## config.mk

```make
export PLATFORM = sky130hd
export DESIGN_NAME = krz_perif_bus
export DESIGN_NICKNAME = d
export VERILOG_FILES = /design/src/rtl/krz_perif_pkg.sv /design/src/rtl/krz_perif_timeout.sv /design/src/rtl/krz_perif_bus.sv
export SDC_FILE = /design/constraint.sdc
export NUM_CORES = 1
export LEC_CHECK = 0
export BUFFER_PORTS_ARGS = -buffer_cell sky130_fd_sc_hd__buf_2
export CORE_MARGIN = 1.5
export CORE_UTILIZATION = 35
export DETAILED_ROUTE_END_ITERATION = 7
export MAX_ROUTING_LAYER = met4
export PLACE_DENSITY = 0.7
export SLEW_MARGIN = 20
export SYNTH_ARGS = -nofsm -noshare
export SYNTH_HDL_FRONTEND = slang
export SYNTH_SLANG_ARGS = --single-unit
export TNS_END_PERCENT = 100
```

## constraint.sdc

```tcl
create_clock -name clk -period 2.4 [get_ports clk]
set_clock_uncertainty 0.15 [all_clocks]
set_input_delay 0 -clock clk [delete_from_list [all_inputs] [get_ports clk]]
set_output_delay 0 -clock clk [all_outputs]
set_load 0.01 [all_outputs]
```

## src/rtl/krz_perif_pkg.sv

```systemverilog
// Shared types and address-map constants for the peripheral bus.
package krz_perif_pkg;

  localparam int PERIF_SLOT_LSB  = 8;
  localparam int PERIF_SLOT_MSB  = 11;
  localparam int PERIF_MAX_SLOTS = 16;

  typedef enum logic [1:0] {
    IDLE,
    ACCESS,
    RESP
  } perif_state_e;

endpackage

```

## src/rtl/krz_perif_timeout.sv

```systemverilog
// Saturating strobe-cycle counter; expired_o flags the last cycle an access may wait.
module krz_perif_timeout #(
  parameter int TIMEOUT = 255
) (
  input  logic clk,
  input  logic rst,
  input  logic clear_i,
  input  logic enable_i,
  output logic expired_o
);

  localparam int W      = (TIMEOUT > 0) ? $clog2(TIMEOUT + 1) : 1;
  localparam int LAST_I = (TIMEOUT > 0) ? TIMEOUT - 1 : 0;
  localparam int MAX_I  = (TIMEOUT > 0) ? TIMEOUT : 0;
  localparam logic [W-1:0] LAST = LAST_I[W-1:0];
  localparam logic [W-1:0] MAX  = MAX_I[W-1:0];

  logic [W-1:0] cnt_q, cnt_d;

  always_comb begin
    cnt_d = cnt_q;
    if (clear_i) begin
      cnt_d = '0;
    end else if (enable_i && (cnt_q != MAX)) begin
      cnt_d = cnt_q + 1'b1;
    end
  end

  always_ff @(posedge clk or posedge rst) begin
    if (rst) begin
      cnt_q <= '0;
    end else begin
      cnt_q <= cnt_d;
    end
  end

  // A zero TIMEOUT means accesses may wait forever.
  assign expired_o = (TIMEOUT != 0) && (cnt_q == LAST);

endmodule

```

## src/rtl/krz_perif_bus.sv

```systemverilog
// Wishbone classic bridge from the crossbar onto up to 16 peripheral slots,
// with registered ACK and ERR for unmapped slots or timed-out peripherals.
module krz_perif_bus
  import krz_perif_pkg::*;
#(
  parameter int N       = 4,
  parameter int PAW     = 6,
  parameter int TIMEOUT = 255
) (
  input  logic            clk,
  input  logic            rst,
  input  logic [23:0]     sys_adr_i,
  input  logic [31:0]     sys_dat_i,
  input  logic [3:0]      sys_sel_i,
  input  logic            sys_we_i,
  input  logic            sys_stb_i,
  output logic [31:0]     sys_dat_o,
  output logic            sys_ack_o,
  output logic            sys_err_o,
  output logic [PAW-1:0]  perif_adr_o,
  output logic [31:0]     perif_dat_o,
  output logic [3:0]      perif_sel_o,
  output logic            perif_we_o,
  output logic [N-1:0]    perif_stb_o,
  input  logic [N*32-1:0] perif_dat_i,
  input  logic [N-1:0]    perif_ack_i
);

  localparam int SW = (N > 1) ? $clog2(N) : 1;
  localparam logic [4:0] N5 = 5'(N);

  perif_state_e   state_q, state_d;
  logic [SW-1:0]  slot_q, slot_d;
  logic [PAW-1:0] adr_q, adr_d;
  logic [31:0]    wdat_q, wdat_d;
  logic [3:0]     sel_q, sel_d;
  logic           we_q, we_d;
  logic [N-1:0]   stb_q, stb_d;
  logic [31:0]    rdat_q, rdat_d;
  logic           ack_q, ack_d;
  logic           err_q, err_d;

  logic [3:0]  slot;
  logic        mapped;
  logic        new_req;
  logic        slot_ack;
  logic [31:0] slot_dat;
  logic        tmr_clear;
  logic        tmr_en;
  logic        tmr_expired;
  logic        adr_unused;

  assign slot     = sys_adr_i[PERIF_SLOT_MSB:PERIF_SLOT_LSB];
  assign mapped   = ({1'b0, slot} < N5);
  assign new_req  = sys_stb_i && !ack_q && !err_q;
  // Only the slot that was strobed is listened to; other slots are masked out.
  assign slot_ack = perif_ack_i[slot_q];
  assign slot_dat = perif_dat_i[{slot_q, 5'b0} +: 32];
  assign adr_unused = ^sys_adr_i;

  krz_perif_timeout #(
    .TIMEOUT(TIMEOUT)
  ) u_timeout (
    .clk      (clk),
    .rst      (rst),
    .clear_i  (tmr_clear),
    .enable_i (tmr_en),
    .expired_o(tmr_expired)
  );

  always_comb begin
    state_d   = state_q;
    slot_d    = slot_q;
    adr_d     = adr_q;
    wdat_d    = wdat_q;
    sel_d     = sel_q;
    we_d      = we_q;
    stb_d     = stb_q;
    rdat_d    = rdat_q;
    ack_d     = 1'b0;
    err_d     = 1'b0;
    tmr_clear = 1'b0;
    tmr_en    = 1'b0;
    case (state_q)
      IDLE: begin
        if (new_req) begin
          if (mapped) begin
            slot_d    = slot[SW-1:0];
            adr_d     = sys_adr_i[PAW+1:2];
            wdat_d    = sys_dat_i;
            sel_d     = sys_sel_i;
            we_d      = sys_we_i;
            stb_d     = N'(1) << slot;
            tmr_clear = 1'b1;
            state_d   = ACCESS;
          end else begin
            err_d   = 1'b1;
            state_d = RESP;
          end
        end
      end
      ACCESS: begin
        // An ACK arriving in the expiry cycle still counts as success.
        if (slot_ack) begin
          stb_d   = '0;
          rdat_d  = slot_dat;
          ack_d   = 1'b1;
          state_d = RESP;
        end else if (tmr_expired) begin
          stb_d   = '0;
          rdat_d  = '0;
          err_d   = 1'b1;
          state_d = RESP;
        end else begin
          tmr_en = 1'b1;
        end
      end
      RESP: begin
        state_d = IDLE;
      end
      default: begin
        state_d = IDLE;
      end
    endcase
  end

  always_ff @(posedge clk or posedge rst) begin
    if (rst) begin
      state_q <= IDLE;
      slot_q  <= '0;
      adr_q   <= '0;
      wdat_q  <= '0;
      sel_q   <= '0;
      we_q    <= 1'b0;
      stb_q   <= '0;
      rdat_q  <= '0;
      ack_q   <= 1'b0;
      err_q   <= 1'b0;
    end else begin
      state_q <= state_d;
      slot_q  <= slot_d;
      adr_q   <= adr_d;
      wdat_q  <= wdat_d;
      sel_q   <= sel_d;
      we_q    <= we_d;
      stb_q   <= stb_d;
      rdat_q  <= rdat_d;
      ack_q   <= ack_d;
      err_q   <= err_d;
    end
  end

  assign sys_dat_o   = rdat_q;
  assign sys_ack_o   = ack_q;
  assign sys_err_o   = err_q;
  assign perif_adr_o = adr_q;
  assign perif_dat_o = wdat_q;
  assign perif_sel_o = sel_q;
  assign perif_we_o  = we_q;
  assign perif_stb_o = stb_q;

endmodule

```

Word-level counts from Yosys, hierarchy flattened
Cells that the tools add are included.
Word-level totals
  output and inout port bits: 81
  word-level logic and storage cells: 64
  bits of input ports: 196
  flip-flop bits (word level): 93
Cells by class
  equality and inequality tests: 6
  reduce and logical (&&, ||, !) cells: 13
  shifts and indexed selects: 2
  $lt $le $gt $ge: 2
  add/subtract/negate cells: 1
  muxes and demuxes: 29
Operators with widths (number)
  $shiftx A128 B8 Y32: 1
  $mux W32: 2
  $mux W4: 4
  $mux W8: 2
  $mux W1: 13
  $add A8 B1 Y8 const B: 1
  $eq A8 B8 Y1 const B: 1
  $mux W2: 4
  $ne A8 B8 Y1 const B: 1
  $pmux W4 S2: 1
  $reduce_bool A2 Y1: 3
  $lt A4 B3 Y1 const B: 1
  $ne A2 B2 Y1 const B: 2
  $pmux W2 S2: 1
  $reduce_and A2 Y1: 2
  $reduce_and A4 Y1: 1
  $shl A1 B4 Y4 const A: 1
  $logic_and A1 B1 Y1: 3
  $lt A2 B3 Y1 const B: 1
  $ne A3 B3 Y1 const B: 1
  $reduce_and A3 Y1: 1
  $bmux W1 S2: 1
  $eq A2 B1 Y1 const B: 1
  $logic_not A1 Y1: 2
  2 further kinds: 2

Logic depth before layout (Yosys ltp)
  depth after elaboration: 7
  mapped depth: 7
  depth with buffers taken out: 6

Hierarchy
A second synthesis with hierarchy kept.
Second synthesis, totals
  cell total of the unflattened synthesis: 307
  area, all modules: 4575.6 µm²
By module, submodules not included
  krz_perif_bus: cells an instance 252, seq. area each 2127.0 µm², area each 4051.4 µm², times used 1
  krz_perif_timeout: cells an instance 55, seq. area each 200.2 µm², area each 524.3 µm², times used 1

Worst setup path after synthesis
No wires, ideal clock.
  kind: reg-to-reg
  start point: register slot_q[0]
  end point: register rdat_q[0], in the netlist sys_dat_o[0]
  period minus slack after synthesis: 1.823 ns
  arrival: 1.551 ns
  buffers on the path: 2
  required time: 2.128 ns
  setup slack: 0.577 ns
  cell stages (with the launch flop): 5
  library setup time: 0.122 ns
  cells stage by stage: dfrtp_1 buf_2 buf_2 mux4_2 a32o_1
On the way
  word-level cells in the longest chain between the ends: 4
  elaborated cells on any way between the ends: 6
  those cells by class: 1 x shift; 3 x mux; 2 x reduce/logical
RTL lines
  from (decl): RTL line krz_perif_bus.sv:33  | logic [SW-1:0] slot_q, slot_d;
  from (signal assigned): RTL line krz_perif_bus.sv:141  | slot_q <= slot_d;
  branches (longest 4 deep; another with $shiftx A128 B8 Y32)
  to (signal assigned): RTL line krz_perif_bus.sv:147  | rdat_q <= rdat_d;
  to (decl): RTL line krz_perif_bus.sv:39  | logic [31:0] rdat_q, rdat_d;
Parallel ways; which one is timed is not known. The select of a mux whose other input is x is not followed.
A chain may end at the register's enable or synchronous reset.

Final worst setup path
  start point: register slot_q[0]
  end point: register rdat_q[24], in the netlist sys_dat_o[24]
The elaborated chain is that of the path after synthesis.

==> results.sh <==
export IMPL_status="finished, final reports clean"
export IMPL_cts_sinks=93
export IMPL_routed_top_layer="met4"
export IMPL_wl_met3_um=1140
export IMPL_synth_seq_cells=93
export IMPL_area_growth_pct=62.3
export IMPL_fin_crit_sh=0.973
export IMPL_r2r_end="sys_dat_o[24]$_DFFE_PP0P_"
export IMPL_rows=41
export IMPL_grt_pass1_wl_um=23200
export IMPL_setup_viol_count_final=0
export IMPL_critPathArrivalTime_ns=2.41
export IMPL_synthCells=391
export IMPL_first_iter_violations=426
export IMPL_ys_warn_count=0
export IMPL_end_kind="register"
export IMPL_dr_total_vias=4627
export IMPL_rsz0062_at_grt="yes"
export IMPL_port_buffers=262
export IMPL_cp_slowest_cell="dlygate4sd3_1"
export IMPL_core_area_sq_mm=0.0127
export IMPL_crit_type="register to register"
export IMPL_syn_area_sq_mm=0.00457
export IMPL_holdWs_ns=0.00364
export IMPL_fin_nets=942
export IMPL_r2r_start="slot_q[0]$_DFFE_PP0P_"
export IMPL_hpwlAfterDp_um=10200
export IMPL_h_tree_depth=3
export IMPL_dieWidth_um=117
export IMPL_min_period_ns=2.33
export IMPL_grt_pass1_vias=4642
export IMPL_min_from="sys_stb_i"
export IMPL_yosysSeqAreaShare=0.509
export IMPL_start_util=0.361
export IMPL_slowest_delay_ns=0.59
export IMPL_tritoncts="yes"
export IMPL_p_leak_nw=3.75
export IMPL_worst_pin_slew_ns=0.888
export IMPL_fin_setup_tns_ns=0
export IMPL_track_usage=0.229
export IMPL_synth_nets=589
export IMPL_final_hold_violation_count=0
export IMPL_drcViolationCount=0
export IMPL_die_h_um=117
export IMPL_fmax_mhz=428
export IMPL_max_cap_violations=0
export IMPL_wl_met2_um=8000
export IMPL_antenna_found_initial=6
export IMPL_relSlewSlack=0.405
export IMPL_min_delay_path_class="input pin to register"
export IMPL_crit_path_start_kind="register"
export IMPL_clockRootBuffer="clkbuf_16"
export IMPL_hold_depth=4
export IMPL_final_cell_mix="262 x buf_2, 140 x nand2_1, 97 x dlygate4sd3_1"
export IMPL_clockBufferDepth=2
export IMPL_peakVddDrop_mv=0.439
export IMPL_crit_chain="clkbuf_16 > mux4_2 > dlygate4sd3_1 > a32o_1"
export IMPL_die_area_sq_mm=0.0138
export IMPL_drt_met1_wl_um=6100
export IMPL_path_buf_inv=2
export IMPL_layout_commonest_cell="buf_2"
export IMPL_gp_congestion=0.820
export IMPL_grt_max_degree=59
export IMPL_clk_pin_slew_ns=0.07
export IMPL_drv_slew=0
export IMPL_drive_gt1_frac=0.447
export IMPL_drt_wl_total_um=15700
export IMPL_routed_via_density=4.99
export IMPL_ios=277
export IMPL_syn_avg_cell_area_sq_um=11.7
export IMPL_firstDrtPassIters=4
export IMPL_grt_overflow=0
export IMPL_p_per_area_mw_per_mm2=1050
export IMPL_wl_per_cell_um=17.0
export IMPL_cp_required_ns=2.48
export IMPL_r2r_setup_slack_ns=0.07
export IMPL_synth_distinct_cells=37
export IMPL_worstSkewPairLatency_ns=0.34
export IMPL_reg2reg_depth=4
export IMPL_cts_buffers=9
export IMPL_cp_max_fo=16
export IMPL_post_cts_buffers=0
export IMPL_ant_nets=0
export IMPL_crit_family="buffers and inverters"
export IMPL_min_to="state_q[1]$_DFFE_PP0P_"
cell type report:
cell class | count | area, sq um
fillers | 1037 | 5250
repair buffers | 370 | 2420
flip-flops and latches | 93 | 2330
multi-input cells | 262 | 2080
clock buffers | 13 | 260
well taps | 172 | 215
clock inverters | 3 | 67.6
inverters | 8 | 33.8
diodes | 6 | 15.0
what timing repair did:
item                       in CTS  in global routing
hold buffers                   98                  0
hold endpoints to repair      172                  0
gates resized for setup         0                  4
setup endpoints to repair       0                 12
tightest hold or removal path, stage by stage:
cell	delay, ns
buf_2	0.09
nor3b_2	0.17
o21ai_0	0.11
a211oi_1	0.08
cell usage after synthesis (all sizes together):
library cell,n,share of area
a211oi,1,0.0016
a21o,2,0.0033
a221o,3,0.0066
a22o,2,0.0038
a22oi,1,0.0047
a32o,33,0.072
and2,1,0.0014
and3,1,0.0014
and3b,1,0.0019
buf,17,0.024
clkbuf,11,0.0090
dfrtp,93,0.51
ha,2,0.0055
inv,8,0.0066
mux2,1,0.0025
mux2i,6,0.021
mux4,32,0.16
nand2,140,0.11
nand3,5,0.0055
nor2,8,0.0071
nor2b,1,0.0014
nor3,7,0.0099
nor3b,2,0.0044
nor4b,1,0.0019
o211ai,1,0.0016
o21a,1,0.0033
o21ai,5,0.0079
o2bb2ai,1,0.0019
o32ai,1,0.0019
xnor2,3,0.0057
how the worst max path moves through the flow:
stage,start,endpoint,slack (ns),cells after the start
floorplan,slot_q[0]$_DFFE_PP0P_,sys_dat_o[0]$_DFFE_PP0P_,0.58,4
global placement,slot_q[1]$_DFFE_PP0P_,sys_dat_o[18]$_DFFE_PP0P_,0.44,4
detailed placement,slot_q[1]$_DFFE_PP0P_,sys_dat_o[7]$_DFFE_PP0P_,0.36,4
CTS,sys_ack_o$_DFF_PP0_,perif_stb_o[1]$_DFFE_PP0P_,0.03,6
global route,slot_q[1]$_DFFE_PP0P_,perif_stb_o[1]$_DFFE_PP0P_,-0.007,5
finish,slot_q[0]$_DFFE_PP0P_,sys_dat_o[24]$_DFFE_PP0P_,0.07,4
registers in the layout (all words and copies together) (netlist names):
| signal | count |
|---|---|
| sys_ack_o | 1 |
| perif_sel_o | 4 |
| sys_dat_o | 32 |
| u_timeout.cnt_q | 8 |
| perif_stb_o | 4 |
| perif_adr_o | 6 |
| slot_q | 2 |
| perif_we_o | 1 |
| perif_dat_o | 32 |
| state_q | 2 |
| sys_err_o | 1 |
report_power, final:
group | leakage [nW] | internal, mW | switching (mW)
Sequential | 1.18 | 2.22 | 0.412
Clock | 0.156 | 0.971 | 0.594
Combinational | 2.41 | 1.88 | 1.73
through the flow:
| stage | total power [mW] | util | setup slack [ns] | area, sq um | instances |
|---|---|---|---|---|---|
| finish | 7.80 | 0.586 | 0.0655 | 7420 | 927 |
| detailed placement | 5.75 | 0.478 | 0.365 | 6050 | 806 |
| global placement | 5.67 | 0.478 | 0.437 | 6050 | 806 |
| floorplan | 4.60 | - | 0.577 | 4570 | 391 |
| global route | 8.28 | 0.586 | -0.00690 | 7420 | 927 |
| CTS | 7.71 | 0.581 | 0.0307 | 7360 | 920 |
logic make-up after synthesis:
family          after synthesis  share of synthesized area
compound gates               51                      0.109
xor+xnor                      3                    0.00575
fa+ha+maj                     2                    0.00547
buf+inv                      36                     0.0394
flops                        93                      0.509
mux                          39                      0.181
simple gates                167                      0.150
metal layers:
layer	vias to the layer above	global-route usage
met1	2243	0.256
met5	-	-
li1	2115	-
met2	240	0.379
met3	29	0.0675
met4	0	0.106
No activity file was read; power rests on OpenSTA's default activity.
